**config.mk**
```make
export PLATFORM = sky130hd
export DESIGN_NAME = gsensor_ctrl
export DESIGN_NICKNAME = d
export VERILOG_FILES = /design/src/rtl/gsensor_ctrl.sv
export SDC_FILE = /design/constraint.sdc
export NUM_CORES = 1
export LEC_CHECK = 0
export BUFFER_PORTS_ARGS = -buffer_cell sky130_fd_sc_hd__buf_2
export CAP_MARGIN = 20
export CORE_MARGIN = 2
export CORE_UTILIZATION = 55
export CTS_BUF_LIST = sky130_fd_sc_hd__clkbuf_4
export CTS_CLUSTER_SIZE = 14
export DETAILED_ROUTE_END_ITERATION = 12
export PLACE_DENSITY = 0.87
export SYNTH_ARGS = -nofsm -noshare
export SYNTH_HDL_FRONTEND = slang
export SYNTH_SLANG_ARGS = --single-unit
export TNS_END_PERCENT = 30
```
**constraint.sdc**
```tcl
create_clock -name spi_clk -period 3.5 [get_ports spi_clk]
set_clock_uncertainty 0.1 [all_clocks]
set_input_delay 0.35 -clock spi_clk [delete_from_list [all_inputs] [get_ports spi_clk]]
set_output_delay 0.35 -clock spi_clk [all_outputs]
set_load 0.01 [all_outputs]
```
**src/rtl/gsensor_ctrl.sv**
```systemverilog
`default_nettype none
// ============================================================================
// Module   : gsensor_ctrl
// Purpose  : ADXL345 sequencer/arbiter in front of the 16-bit spi_serdes:
//            init writes, periodic X/Y/Z burst reads, host register access.
// Revision : 1.0 - initial release
// ============================================================================
module gsensor_ctrl #(
    parameter logic [15:0] SAMPLE_DIV      = 16'd50000,
    parameter logic [7:0]  BW_RATE_VAL     = 8'h0A,
    parameter logic [7:0]  DATA_FORMAT_VAL = 8'h0B,
    parameter logic [7:0]  POWER_CTL_VAL   = 8'h08
) (
    input  logic        spi_clk,
    input  logic        reset_n,
    output logic [15:0] ser_data_tx,
    output logic        ser_start,
    input  logic        ser_done,
    input  logic [7:0]  ser_data_rx,
    input  logic        host_req,
    input  logic [15:0] host_tx,
    output logic        host_ack,
    output logic [7:0]  host_rx,
    output logic        init_done,
    output logic [15:0] data_x,
    output logic [15:0] data_y,
    output logic [15:0] data_z,
    output logic        data_valid
);

    localparam logic [2:0] c_INIT_ISSUE = 3'd0;
    localparam logic [2:0] c_INIT_WAIT  = 3'd1;
    localparam logic [2:0] c_GAP        = 3'd2;
    localparam logic [2:0] c_IDLE       = 3'd3;
    localparam logic [2:0] c_HOST_ISSUE = 3'd4;
    localparam logic [2:0] c_HOST_WAIT  = 3'd5;
    localparam logic [2:0] c_RD_ISSUE   = 3'd6;
    localparam logic [2:0] c_RD_WAIT    = 3'd7;

    localparam logic [5:0] c_BW_RATE_ADDR     = 6'h2C;
    localparam logic [5:0] c_DATA_FORMAT_ADDR = 6'h31;
    localparam logic [5:0] c_POWER_CTL_ADDR   = 6'h2D;
    localparam logic [5:0] c_DATAX0_ADDR      = 6'h32;
    localparam logic [2:0] c_LAST_BYTE        = 3'd5;

    logic [2:0]  r_state;
    logic [2:0]  w_next_state;
    logic        r_ser_start;
    logic [15:0] r_ser_data_tx;
    logic [1:0]  r_step;
    logic [2:0]  r_byte_idx;
    logic        r_in_burst;
    logic [39:0] r_shadow;
    logic [15:0] r_tick_cnt;
    logic        r_sample_pend;
    logic        r_init_done;
    logic [7:0]  r_host_rx;
    logic [15:0] r_data_x;
    logic [15:0] r_data_y;
    logic [15:0] r_data_z;
    logic        r_data_valid;

    logic        w_issue;
    logic [15:0] w_tx_word;
    logic [2:0]  w_rd_idx;
    logic        w_burst_start;
    logic        w_tick_wrap;
    logic        w_host_ack;

    always_ff @(posedge spi_clk or negedge reset_n) begin
        if (!reset_n) begin
            r_state <= c_INIT_ISSUE;
        end else begin
            r_state <= w_next_state;
        end
    end

    // ISSUE states are left only once their start pulse has been driven, so
    // the post-reset INIT_ISSUE (entered with ser_start low) still issues.
    always_comb begin
        w_next_state = r_state;
        case (r_state)
            c_INIT_ISSUE: if (r_ser_start) w_next_state = c_INIT_WAIT;
            c_INIT_WAIT:  if (ser_done)    w_next_state = c_GAP;
            c_GAP: begin
                if (!r_init_done)    w_next_state = c_INIT_ISSUE;
                else if (r_in_burst) w_next_state = c_RD_ISSUE;
                else                 w_next_state = c_IDLE;
            end
            c_IDLE: begin
                if (r_init_done) begin
                    if (host_req)           w_next_state = c_HOST_ISSUE;
                    else if (r_sample_pend) w_next_state = c_RD_ISSUE;
                end
            end
            c_HOST_ISSUE: if (r_ser_start) w_next_state = c_HOST_WAIT;
            c_HOST_WAIT:  if (ser_done)    w_next_state = c_GAP;
            c_RD_ISSUE:   if (r_ser_start) w_next_state = c_RD_WAIT;
            c_RD_WAIT:    if (ser_done)    w_next_state = c_GAP;
            default:      w_next_state = c_INIT_ISSUE;
        endcase
    end

    always_comb begin
        w_issue       = 1'b0;
        w_tx_word     = r_ser_data_tx;
        w_rd_idx      = (r_state == c_IDLE) ? 3'd0 : r_byte_idx;
        w_burst_start = (r_state == c_IDLE) && (w_next_state == c_RD_ISSUE);
        w_host_ack    = (r_state == c_HOST_WAIT) && ser_done;
        case (w_next_state)
            c_INIT_ISSUE: begin
                w_issue = !r_ser_start;
                case (r_step)
                    2'd0:    w_tx_word = {2'b00, c_BW_RATE_ADDR, BW_RATE_VAL};
                    2'd1:    w_tx_word = {2'b00, c_DATA_FORMAT_ADDR, DATA_FORMAT_VAL};
                    default: w_tx_word = {2'b00, c_POWER_CTL_ADDR, POWER_CTL_VAL};
                endcase
            end
            c_HOST_ISSUE: begin
                w_issue   = !r_ser_start;
                w_tx_word = host_tx;
            end
            c_RD_ISSUE: begin
                w_issue   = !r_ser_start;
                w_tx_word = {2'b10, c_DATAX0_ADDR + {3'b000, w_rd_idx}, 8'h00};
            end
            default: begin
                w_issue = 1'b0;
            end
        endcase
    end

    assign w_tick_wrap = (r_tick_cnt == SAMPLE_DIV - 16'd1);

    always_ff @(posedge spi_clk or negedge reset_n) begin
        if (!reset_n) begin
            r_ser_start   <= 1'b0;
            r_ser_data_tx <= 16'h0000;
            r_step        <= 2'd0;
            r_byte_idx    <= 3'd0;
            r_in_burst    <= 1'b0;
            r_shadow      <= 40'h0;
            r_tick_cnt    <= 16'h0000;
            r_sample_pend <= 1'b0;
            r_init_done   <= 1'b0;
            r_host_rx     <= 8'h00;
            r_data_x      <= 16'h0000;
            r_data_y      <= 16'h0000;
            r_data_z      <= 16'h0000;
            r_data_valid  <= 1'b0;
        end else begin
            r_ser_start  <= w_issue;
            r_data_valid <= 1'b0;
            if (w_issue) begin
                r_ser_data_tx <= w_tx_word;
            end

            r_tick_cnt <= w_tick_wrap ? 16'h0000 : r_tick_cnt + 16'd1;
            // A tick landing on the burst-start cycle belongs to the next burst.
            if (w_burst_start) begin
                r_sample_pend <= 1'b0;
                r_in_burst    <= 1'b1;
                r_byte_idx    <= 3'd0;
            end
            if (w_tick_wrap) begin
                r_sample_pend <= 1'b1;
            end

            if ((r_state == c_INIT_WAIT) && ser_done) begin
                r_step <= r_step + 2'd1;
                if (r_step == 2'd2) begin
                    r_init_done <= 1'b1;
                end
            end

            if (w_host_ack && r_ser_data_tx[15]) begin
                r_host_rx <= ser_data_rx;
            end

            if ((r_state == c_RD_WAIT) && ser_done) begin
                r_byte_idx <= r_byte_idx + 3'd1;
                if (r_byte_idx == c_LAST_BYTE) begin
                    r_data_x     <= {r_shadow[15:8], r_shadow[7:0]};
                    r_data_y     <= {r_shadow[31:24], r_shadow[23:16]};
                    r_data_z     <= {ser_data_rx, r_shadow[39:32]};
                    r_data_valid <= 1'b1;
                    r_in_burst   <= 1'b0;
                end else begin
                    r_shadow <= {ser_data_rx, r_shadow[39:8]};
                end
            end
        end
    end

    assign ser_start   = r_ser_start;
    assign ser_data_tx = r_ser_data_tx;
    assign host_ack    = w_host_ack;
    assign host_rx     = r_host_rx;
    assign init_done   = r_init_done;
    assign data_x      = r_data_x;
    assign data_y      = r_data_y;
    assign data_z      = r_data_z;
    assign data_valid  = r_data_valid;

endmodule
`default_nettype wire

```
==> results by stage, run 1 <==
Floorplanning:
- The die covers 11,500 um^2.
- The chip width is 107 um.
- 104 I/O pins were placed.
- The total core area is 10,300 um^2.
- The initial utilization of the core area, before any placement, comes to 56.6%.
- The vertical die dimension is 107 um.
- The standard-cell row count is 37.

Setup path:
- The slowest cell on the critical path is sky130_fd_sc_hd__a21oi_4.
- STA classifies the critical path endpoint as a register.
- In this design, the largest share of critical-path delay is due to compound AO/OA/AOI/OAI gates.
- The setup path with the least slack is of type register to register.
- The critical path arrival is 2.98 ns.
- STA classifies the critical path startpoint as a register.
- The signal on the critical path passes through and2_1 -> a311o_1 -> clkinv_4 -> nand4_4 -> a21oi_4 -> mux2_2.
- In this design, the stage delay of the slowest critical-path cell is 0.53 ns.
- Of all nets on the critical path, the largest fanout is 17.
- At the worst endpoint, the required time is 3.80 ns.
- Together, buffers and inverters on the worst path number 1.

Yosys:
- The portion of synthesized cell area occupied by the leading cell type is 60.4%.
- The synthesized netlist devotes 1.80% of its cell area to XOR and XNOR gates.
- The most common cell in the synthesized netlist is sky130_fd_sc_hd__dfrtp_1.
- In this run the cell area of the synthesized design comes to 5840 um^2.
- The netlist uses 49 different library cells.
- The synthesized design spends more area on one cell type than any other, namely sky130_fd_sc_hd__dfrtp_1.
- For this run, asynchronously set or reset flops after synthesis account for 100%.
- The mux contribution to synthesized area is 21.7%.
- The post-synthesis simple-gate area fraction is 7.95%.
- Ranked by total cell area, the synthesized netlist is headed by sky130_fd_sc_hd__dfrtp_1 (60%), sky130_fd_sc_hd__mux2_2 (19%), sky130_fd_sc_hd__mux2i_1 (2.1%).
- Yosys printed 0 warnings.
- The post-synthesis average cell area is 14.0 um^2.
- The commonest cells after synthesis are sky130_fd_sc_hd__dfrtp_1 (141), sky130_fd_sc_hd__mux2_2 (99), sky130_fd_sc_hd__nand2_1 (21).
- The most used flip-flop cell after synthesis is sky130_fd_sc_hd__dfrtp_1.
- In this run, synthesis inferred 0 flip-flops with an integrated enable.
- The register bit total from synthesis is 141.
- The dominant combinational cell family by area after synthesis is multiplexers.
- Sequential cells were found to cover 60.4% of the synthesized design area.
- The number of nets in the synthesized netlist is 454.
- The post-synthesis compound-gate area fraction is 3.84%.
- The adder-cell share of the synthesized area is 1.93%.
- The count of mapped cells out of synthesis is 417.

STA:
- The share of the cycle needed by the critical path after routing is 76.5%.
- The worst setup margin is 0.821 ns.
- The total count of hold-check failures in the final report came to 0.
- Setup violations remaining at the end of the flow were counted as 0.
- For the pin with the worst max-slew slack, the measured transition is 0.952 ns.
- Setup repair after global routing left no endpoint under its margin.
- The max-slew violation count was 0.
- The summed negative setup slack over all endpoints is 0 ns.
- The fmax is 0.373 GHz.
- The routed design could run at a clock period as short as 2.68 ns.
- Measured against its own limit, the worst slew margin works out to 36.4%.

Routing:
- After detailed routing, the number of remaining DRC violations is 0.
- After detailed routing, the average wire length per cell comes to 15.8 um.
- After detailed routing, the total wire length is 11,000 um.
- The number of detailed-routing iterations run before antenna repair is 4.
- The final route contains 3,717 vias.
- The detailed router finished its first iteration with 202 violations.
- Dividing the detail-routed via count by the number of cells gives 5.36.
- The detail route stage leaves a number of antenna-violating nets equal to 0.

Outcome:
- The flow ran to the end, and the final reports show no timing, DRC or antenna violations.

Global routing:
- The initial antenna violation count is 1.
- The number of global-route vias before repair is 3,815.
- Entering global routing, the biggest net connects 94 pins.
- The wire length of the first global-routing pass is 18,200 um.
- The total overflow reported by the global router is 0.
- Global routing used 20.6% of the available tracks across all layers.

Job:
- The max-capacitance violation count is 0.

Power and ir drop:
- The largest voltage drop on the vdd net is 0.351 mV.
- The static leakage is 3.63 nW.
- The power density of the placed cells is 628 nW/um^2.
- Total power for the finished layout comes to 4.36 mW.

Layout:
- The finished cells cover 6940 um^2.
- The post-synthesis to final-layout area growth is 18.8%.
- The share of post-route cells with drive strength above 1 is 43.3%.
- The total of fill cells in the finished design is 732.
- The number of nets in the finished design is 582.

Placement:
- At the end of routability-driven placement, the weighted congestion stood at 0.873.
- The placed instances occupy a cell area of 6510 um^2.
- The post-place setup slack is 0.862 ns.
- Detailed placement finished with a half-perimeter wire length of 7500 um.
- In this run the tool buffered the top-level ports with 103 buffer cells.

Clocking:
- The TritonCTS buffer count is 17.
- The H-tree depth is 4.
- The total clock sinks is 141.
- The clock root buffer is sky130_fd_sc_hd__clkbuf_4.
- Clock-pin slew was measured on the worst setup and hold paths at 0.12 ns.
- Clock latency on the worst-skew pair, taken at its later pin, is 0.52 ns.
- In this run the deepest clock path goes through 2 buffers.
- The clock tree from TritonCTS is done.

Worst hold path:
- The class of the tightest hold or removal check is input pin to register.
## per-layer routing
layer | track usage (%) | vias up | wire length (um)
met5 | 0 | - | 0
li1 | - | 1737 | -
met4 | 8.63 | 0 | 205
met3 | 5.59 | 15 | 495
met1 | 26.1 | 1868 | 4730
met2 | 33.4 | 97 | 5540
## layout by cell type, fill, tap and decap left out, drive strengths merged, types with 7 or more instances in the layout
| master | instances |
|---|---|
| a21oi | 9 |
| buf | 106 |
| clkbuf | 18 |
| clkinv | 9 |
| dfrtp | 141 |
| dlygate4sd3 | 17 |
| ha | 9 |
| inv | 14 |
| mux2 | 102 |
| mux2i | 12 |
| nand2 | 21 |
| nand3 | 7 |
| nor2 | 16 |
| o21ai | 7 |
| xnor2 | 7 |
## layout make-up
type | instances | area [um^2] | area share [%]
flip-flops and latches | 141 | 3530 | 50.9
multi-input cells | 249 | 2180 | 31.5
repair buffers | 123 | 739 | 10.7
well taps | 136 | 170 | 2.45
clock buffers | 18 | 135 | 1.95
clock inverters | 13 | 124 | 1.79
inverters | 13 | 53.8 | 0.775
diodes | 1 | 2.50 | 0.0361
## logic make-up after synthesis
logic type | Yosys count
fa+ha+maj | 9
mux | 114
simple gates | 83
buf+inv | 27
xor+xnor | 12
compound gates | 31
flops | 141
## metrics by stage
| stage | instances | hold WS [ns] | utilization, % |
|---|---|---|---|
| 6_report | 694 | 0.0690 | 67.2 |
| 5_1_grt | 694 | 0.0404 | 67.2 |
| 4_1_cts | 693 | 0.0276 | 67.2 |
| 3_5_place_dp | 645 | 0.351 | 63.0 |
| 3_3_place_gp | 645 | 0.339 | 63.0 |
| 2_1_floorplan | 417 | -0.0456 | - |
## worst paths after layout
path	from	endpoint	slack (ns)	cells after the start
setup / recovery	r_state[0]$_DFF_PN0_	ser_data_tx[1]$_DFFE_PN0P_	0.82	6
hold / removal	host_tx[0]	ser_data_tx[0]$_DFFE_PN0P_	0.07	3
setup reg to reg	r_state[0]$_DFF_PN0_	ser_data_tx[1]$_DFFE_PN0P_	0.82	6
hold reg to reg	r_tick_cnt[0]$_DFF_PN0_	r_tick_cnt[0]$_DFF_PN0_	0.36	1
max in group asynchronous	reset_n	r_shadow[9]$_DFFE_PN0P_	2.18	3
min in group asynchronous	reset_n	ser_data_tx[11]$_DFFE_PN0P_	0.37	2
## timing repair
item,in CTS,in global routing
hold endpoints to repair,124,0
setup buffers,0,0
hold buffers,17,0
resized for setup,0,0
## sequential cells by signal, summed over array words and instances, names as in the netlist
register and count:
ser_data_tx 16, r_step 2, ser_start 1, host_rx 8, r_state 3, r_shadow 40
data_z 16, r_sample_pend 1, data_y 16, data_x 16, r_tick_cnt 16, r_byte_idx 3
init_done 1, r_in_burst 1, data_valid 1
## power by group
group	internal [mW]	switching, mW	leakage, nW
clock	0.420	0.564	0.142
sequential	1.93	0.244	1.88
combinational	0.580	0.624	1.60
## worst register-to-register path, stage by stage (launching register included)
cell	delay [ns]
sky130_fd_sc_hd__dfrtp_1	0.50
sky130_fd_sc_hd__and2_1	0.24
sky130_fd_sc_hd__a311o_1	0.50
sky130_fd_sc_hd__clkinv_4	0.15
sky130_fd_sc_hd__nand4_4	0.14
sky130_fd_sc_hd__a21oi_4	0.53
sky130_fd_sc_hd__mux2_2	0.40
(Power assumes the default switching activity.)
==> run 2, diff against run 1 <==
--- a/config.mk
+++ b/config.mk
@@ -5,14 +5,15 @@
 export SDC_FILE = /design/constraint.sdc
 export NUM_CORES = 1
 export LEC_CHECK = 0
+export ABC_AREA = 1
 export BUFFER_PORTS_ARGS = -buffer_cell sky130_fd_sc_hd__buf_2
 export CAP_MARGIN = 20
 export CORE_MARGIN = 2
-export CORE_UTILIZATION = 55
+export CORE_UTILIZATION = 52
 export CTS_BUF_LIST = sky130_fd_sc_hd__clkbuf_4
 export CTS_CLUSTER_SIZE = 14
 export DETAILED_ROUTE_END_ITERATION = 12
-export PLACE_DENSITY = 0.87
+export PLACE_DENSITY = 0.86
 export SYNTH_ARGS = -nofsm -noshare
 export SYNTH_HDL_FRONTEND = slang
 export SYNTH_SLANG_ARGS = --single-unit
==> constraint.sdc (replaced) <==
create_clock -name spi_clk -period 2.1 [get_ports spi_clk]
set_clock_uncertainty 0.1 [all_clocks]
set_input_delay 0.21 -clock spi_clk [delete_from_list [all_inputs] [get_ports spi_clk]]
set_output_delay 0.21 -clock spi_clk [all_outputs]
set_load 0.01 [all_outputs]
==> results by stage, run 2 <==
Routing:
- The number of nets with antenna violations after detailed routing is 0 (unchanged).
- The total via count in the routed design came to 4,662 (+25%).
- The DRC violation count after routing is 0 (unchanged).
- The number of detailed-routing iterations run before antenna repair came to 5 (+1).
- The number of DRC violations after detailed-routing iteration 0 came to 333 (+65%).
- The post-detailed-routing wire length was 12,500 um (+14%).
- The number of vias per cell after detailed routing is 4.91 (-8.3%).
- The detail-routed net length per standard cell came to 13.2 um (-16%).

Layout:
- The number of antenna repair diodes came to 0 (-1).
- Compared with the post-synthesis result, the final layout area differs by 21.1%.
- The library cells used most frequently in the layout, excluding fill and tap cells, are sky130_fd_sc_hd__nand2_1 (192), sky130_fd_sc_hd__dfrtp_1 (140), sky130_fd_sc_hd__buf_2 (102).
- The most common cell after layout, fill and taps aside is sky130_fd_sc_hd__nand2_1.
- The number of nets in the finished design is 831 (+43%).
- The end-of-flow core utilization is 64.2% (-3.0 points).
- The non-filler instance count after layout is 949 (+37%).
- The share of post-route cells with drive strength above 1 is 21.7% (-22 points).
- The register with the most flip-flops in the final layout is r_shadow.
- The number of flip-flops under the largest register name is 40 (unchanged).

STA:
- The final critical-path required period was 1.91 ns (-0.769 ns).
- The number of setup violations in the final report is 0 (unchanged).
- The total count of hold-check failures in the final report is 0 (unchanged).
- The summed negative setup slack over all endpoints is 0 ns (unchanged).
- The post-route worst hold slack was 0.0543 ns (-0.0147 ns).
- The fmax is 0.524 GHz (+40%).
- The share of the cycle needed by the critical path after routing is 90.9% (+14 points).
- Setup repair after global routing left no endpoint under its margin.
- The worst-case headroom to the max-slew limit is 68.1% (+32 points).
- The max-slew violation count came to 0 (unchanged).
- The worst-margin pin slew is 0.477 ns (-0.476 ns).

Yosys:
- By area the synthesized netlist is led by sky130_fd_sc_hd__dfrtp_1 (59%), sky130_fd_sc_hd__nand2_1 (12%), sky130_fd_sc_hd__o21ai_0 (8.0%).
- The count of mapped cells out of synthesis came to 657 (+58%).
- Yosys instantiated no cell more often than sky130_fd_sc_hd__nand2_1.
- The combined area of all synthesized cells is 6000 um^2 (+2.8%).
- The share of async-settable or async-resettable flops after synthesis is 100% (unchanged).
- sky130_fd_sc_hd__dfrtp_1 takes more of the synthesized area than any other cell.
- The post-synthesis net count is 694 (+53%).
- The post-synthesis average cell area is 9.14 um^2 (-35%).
- The most used flip-flop cell after synthesis is sky130_fd_sc_hd__dfrtp_1.
- The number of library cell types mapped by synthesis is 34 (-31%).
- The register bit total from synthesis is 141 (unchanged).
- The share of the yosys chip area belonging to registers is 58.8% (-1.7 points).
- After synthesis, the most frequently instantiated cells are sky130_fd_sc_hd__nand2_1 (193), sky130_fd_sc_hd__dfrtp_1 (141), sky130_fd_sc_hd__o21ai_0 (96).
- The synthesis warning total is 0 (unchanged).
- The number of enable-type register cells in the synthesized netlist is 0 (unchanged).
- The portion of synthesized cell area occupied by the leading cell type is 58.8% (-1.7 points).

Floorplanning:
- The standard-cell row count is 39 (+5.4%).
- The chip width came to 111 um (+4.1%).
- The area enclosed by the die boundary is 12,400 um^2 (+8.4%).
- The starting density of the core is 53.0% (-3.5 points).
- The vertical die dimension was 111 um (+4.1%).
- The total core area is 11,300 um^2 (+9.7%).
- The boundary pin count is 104 (unchanged).

Global routing:
- The initial antenna violation count was 0 (-1).
- The pin count of the biggest net entering global routing is 89 (-5.3%).
- The number of global-route vias before repair is 4,622 (+21%).
- The global-route total usage across every layer is 21.6% (+1.0 points).
- The total overflow reported by the global router was 0 (unchanged).
- The wire length of the first global-routing pass is 21,500 um (+18%).

Placement:
- The final weighted congestion in routability-driven placement came to 0.869 (-0.49%).
- The detailed placer's ending HPWL is 8470 um (+13%).
- The count of buffers from port buffering is 103 (unchanged).
- The count of placed standard cells including taps is 888 (+38%).

Setup path:
- The worst setup path is captured at a register.
- The data required time of the worst path is 2.46 ns (-1.34 ns).
- The peak per-stage delay on the critical path is 0.44 ns (-0.09 ns).
- The signal on the critical path passes through inv_1 -> nand2_1 -> nor2_1 -> nand2_1 -> nand3_4 -> nand2_4 -> nor2_8 -> nor2_4 -> nor2_8 -> buf_4 -> nand2_2 -> nand2_2.
- The dominant delay contributor by cell family on the critical path is simple AND/OR/NAND/NOR gates.
- The critical path arrival was 2.27 ns (-0.71 ns).
- The largest fanout on the critical path is 14 (-3).
- STA classifies the critical path startpoint as a register.
- The number of buffers and inverters on the critical path is 2 (+1).
- The kind of critical path is register to register.
- The slowest cell on the critical path is sky130_fd_sc_hd__dfrtp_1.

Clocking:
- The worst-skew pair later-pin latency is 0.51 ns (about the same).
- The number of buffers between clock root and the deepest sink is 2 (unchanged).
- The total clock sinks is 141 (unchanged).
- The tree is rooted in a sky130_fd_sc_hd__clkbuf_4.
- The H-tree depth is 4 (unchanged).
- The TritonCTS buffer count is 17 (unchanged).
- The clock tree from TritonCTS is done.
- The clock-pin slew reported for the worst setup and hold paths after clock tree synthesis is 0.11 ns (about the same).

Power and ir drop:
- The largest voltage drop on the vdd net is 1.06 mV (+200%).
- The static leakage came to 3.87 nW (+6.6%).
- The power density of the placed cells is 1250 nW/um^2 (+98%).

Job:
- The max-capacitance violation count is 0 (unchanged).

Outcome:
- The run finished with clean final reports.

Worst hold path:
- The worst hold path belongs to the class input pin to asynchronous set/reset pin.
[run 2: cell count changes after synthesis, sizes merged, moves of 6 or more]
cell	change
o21ai	+89
xnor2	-6
nor2	+21
nand2	+189
mux2i	-12
nand3	+15
inv	+70
mux2	-102
nor2b	-6
clkbuf	+10
[run 2: cell families after synthesis]
family	share of synthesized area, %
compound gates	9.59
xor+xnor	1.31
fa+ha+maj	1.88
buf+inv	7.15
flops	58.8
simple gates	21.3
[run 2: area by class of cell]
| type | instances | area, um^2 |
|---|---|---|
| inverters | 82 | 308 |
| well taps | 143 | 179 |
| clock buffers | 22 | 165 |
| clock inverters | 9 | 120 |
| fillers | 939 | 4060 |
| repair buffers | 140 | 915 |
| flip-flops and latches | 141 | 3530 |
| multi-input cells | 412 | 2050 |
[run 2: what timing repair did]
action / CTS / global route
hold endpoints to repair: 182 / 0
setup buffers: 0 / 4
gates resized for setup: 0 / 2
setup endpoints to repair: 0 / 7
hold buffers: 26 / 0
[run 2: stage by stage]
| step | power [mW] | worst slack, ns | area, um^2 |
|---|---|---|---|
| final | 9.06 | 0.190 | 7270 |
| after global routing | 9.82 | 0.00519 | 7270 |
| after CTS | 9.01 | 0.155 | 7230 |
| after detailed placement | 7.20 | 0.184 | 6690 |
| after global placement | 7.05 | 0.204 | 6690 |
| after floorplan | 6.27 | 0.390 | 6000 |
[run 2: path summary, 6_finish.rpt]
path / slack (ns) / cells after the start / end / startpoint
setup / recovery: 0.19 / 12 / ser_data_tx[4]$_DFFE_PN0P_ / r_state[0]$_DFF_PN0_
hold / removal: 0.05 / 2 / ser_data_tx[3]$_DFFE_PN0P_ / reset_n
setup reg to reg: 0.19 / 12 / ser_data_tx[4]$_DFFE_PN0P_ / r_state[0]$_DFF_PN0_
hold reg to reg: 0.36 / 1 / r_tick_cnt[0]$_DFF_PN0_ / r_tick_cnt[0]$_DFF_PN0_
max in group asynchronous: 1.23 / 3 / r_step[0]$_DFFE_PN0P_ / reset_n
min in group spi_clk: 0.08 / 5 / r_byte_idx[0]$_DFFE_PN0P_ / ser_done
[run 2: power by group]
| group | internal [mW] | switching (mW) |
|---|---|---|
| Sequential | 3.50 | 0.471 |
| Clock | 0.873 | 0.873 |
| Combinational | 1.29 | 2.06 |
| Total | 5.66 | 3.40 |
[run 2: layer usage]
metal / vias to the layer above / wire length (um) / track usage (%)
met3: 10 / 612 / 6.59
met2: 112 / 6140 / 35.1
met1: 2191 / 5680 / 28.1
met5: - / 0 / 0
met4: 0 / 102 / 6.75
li1: 2349 / - / -
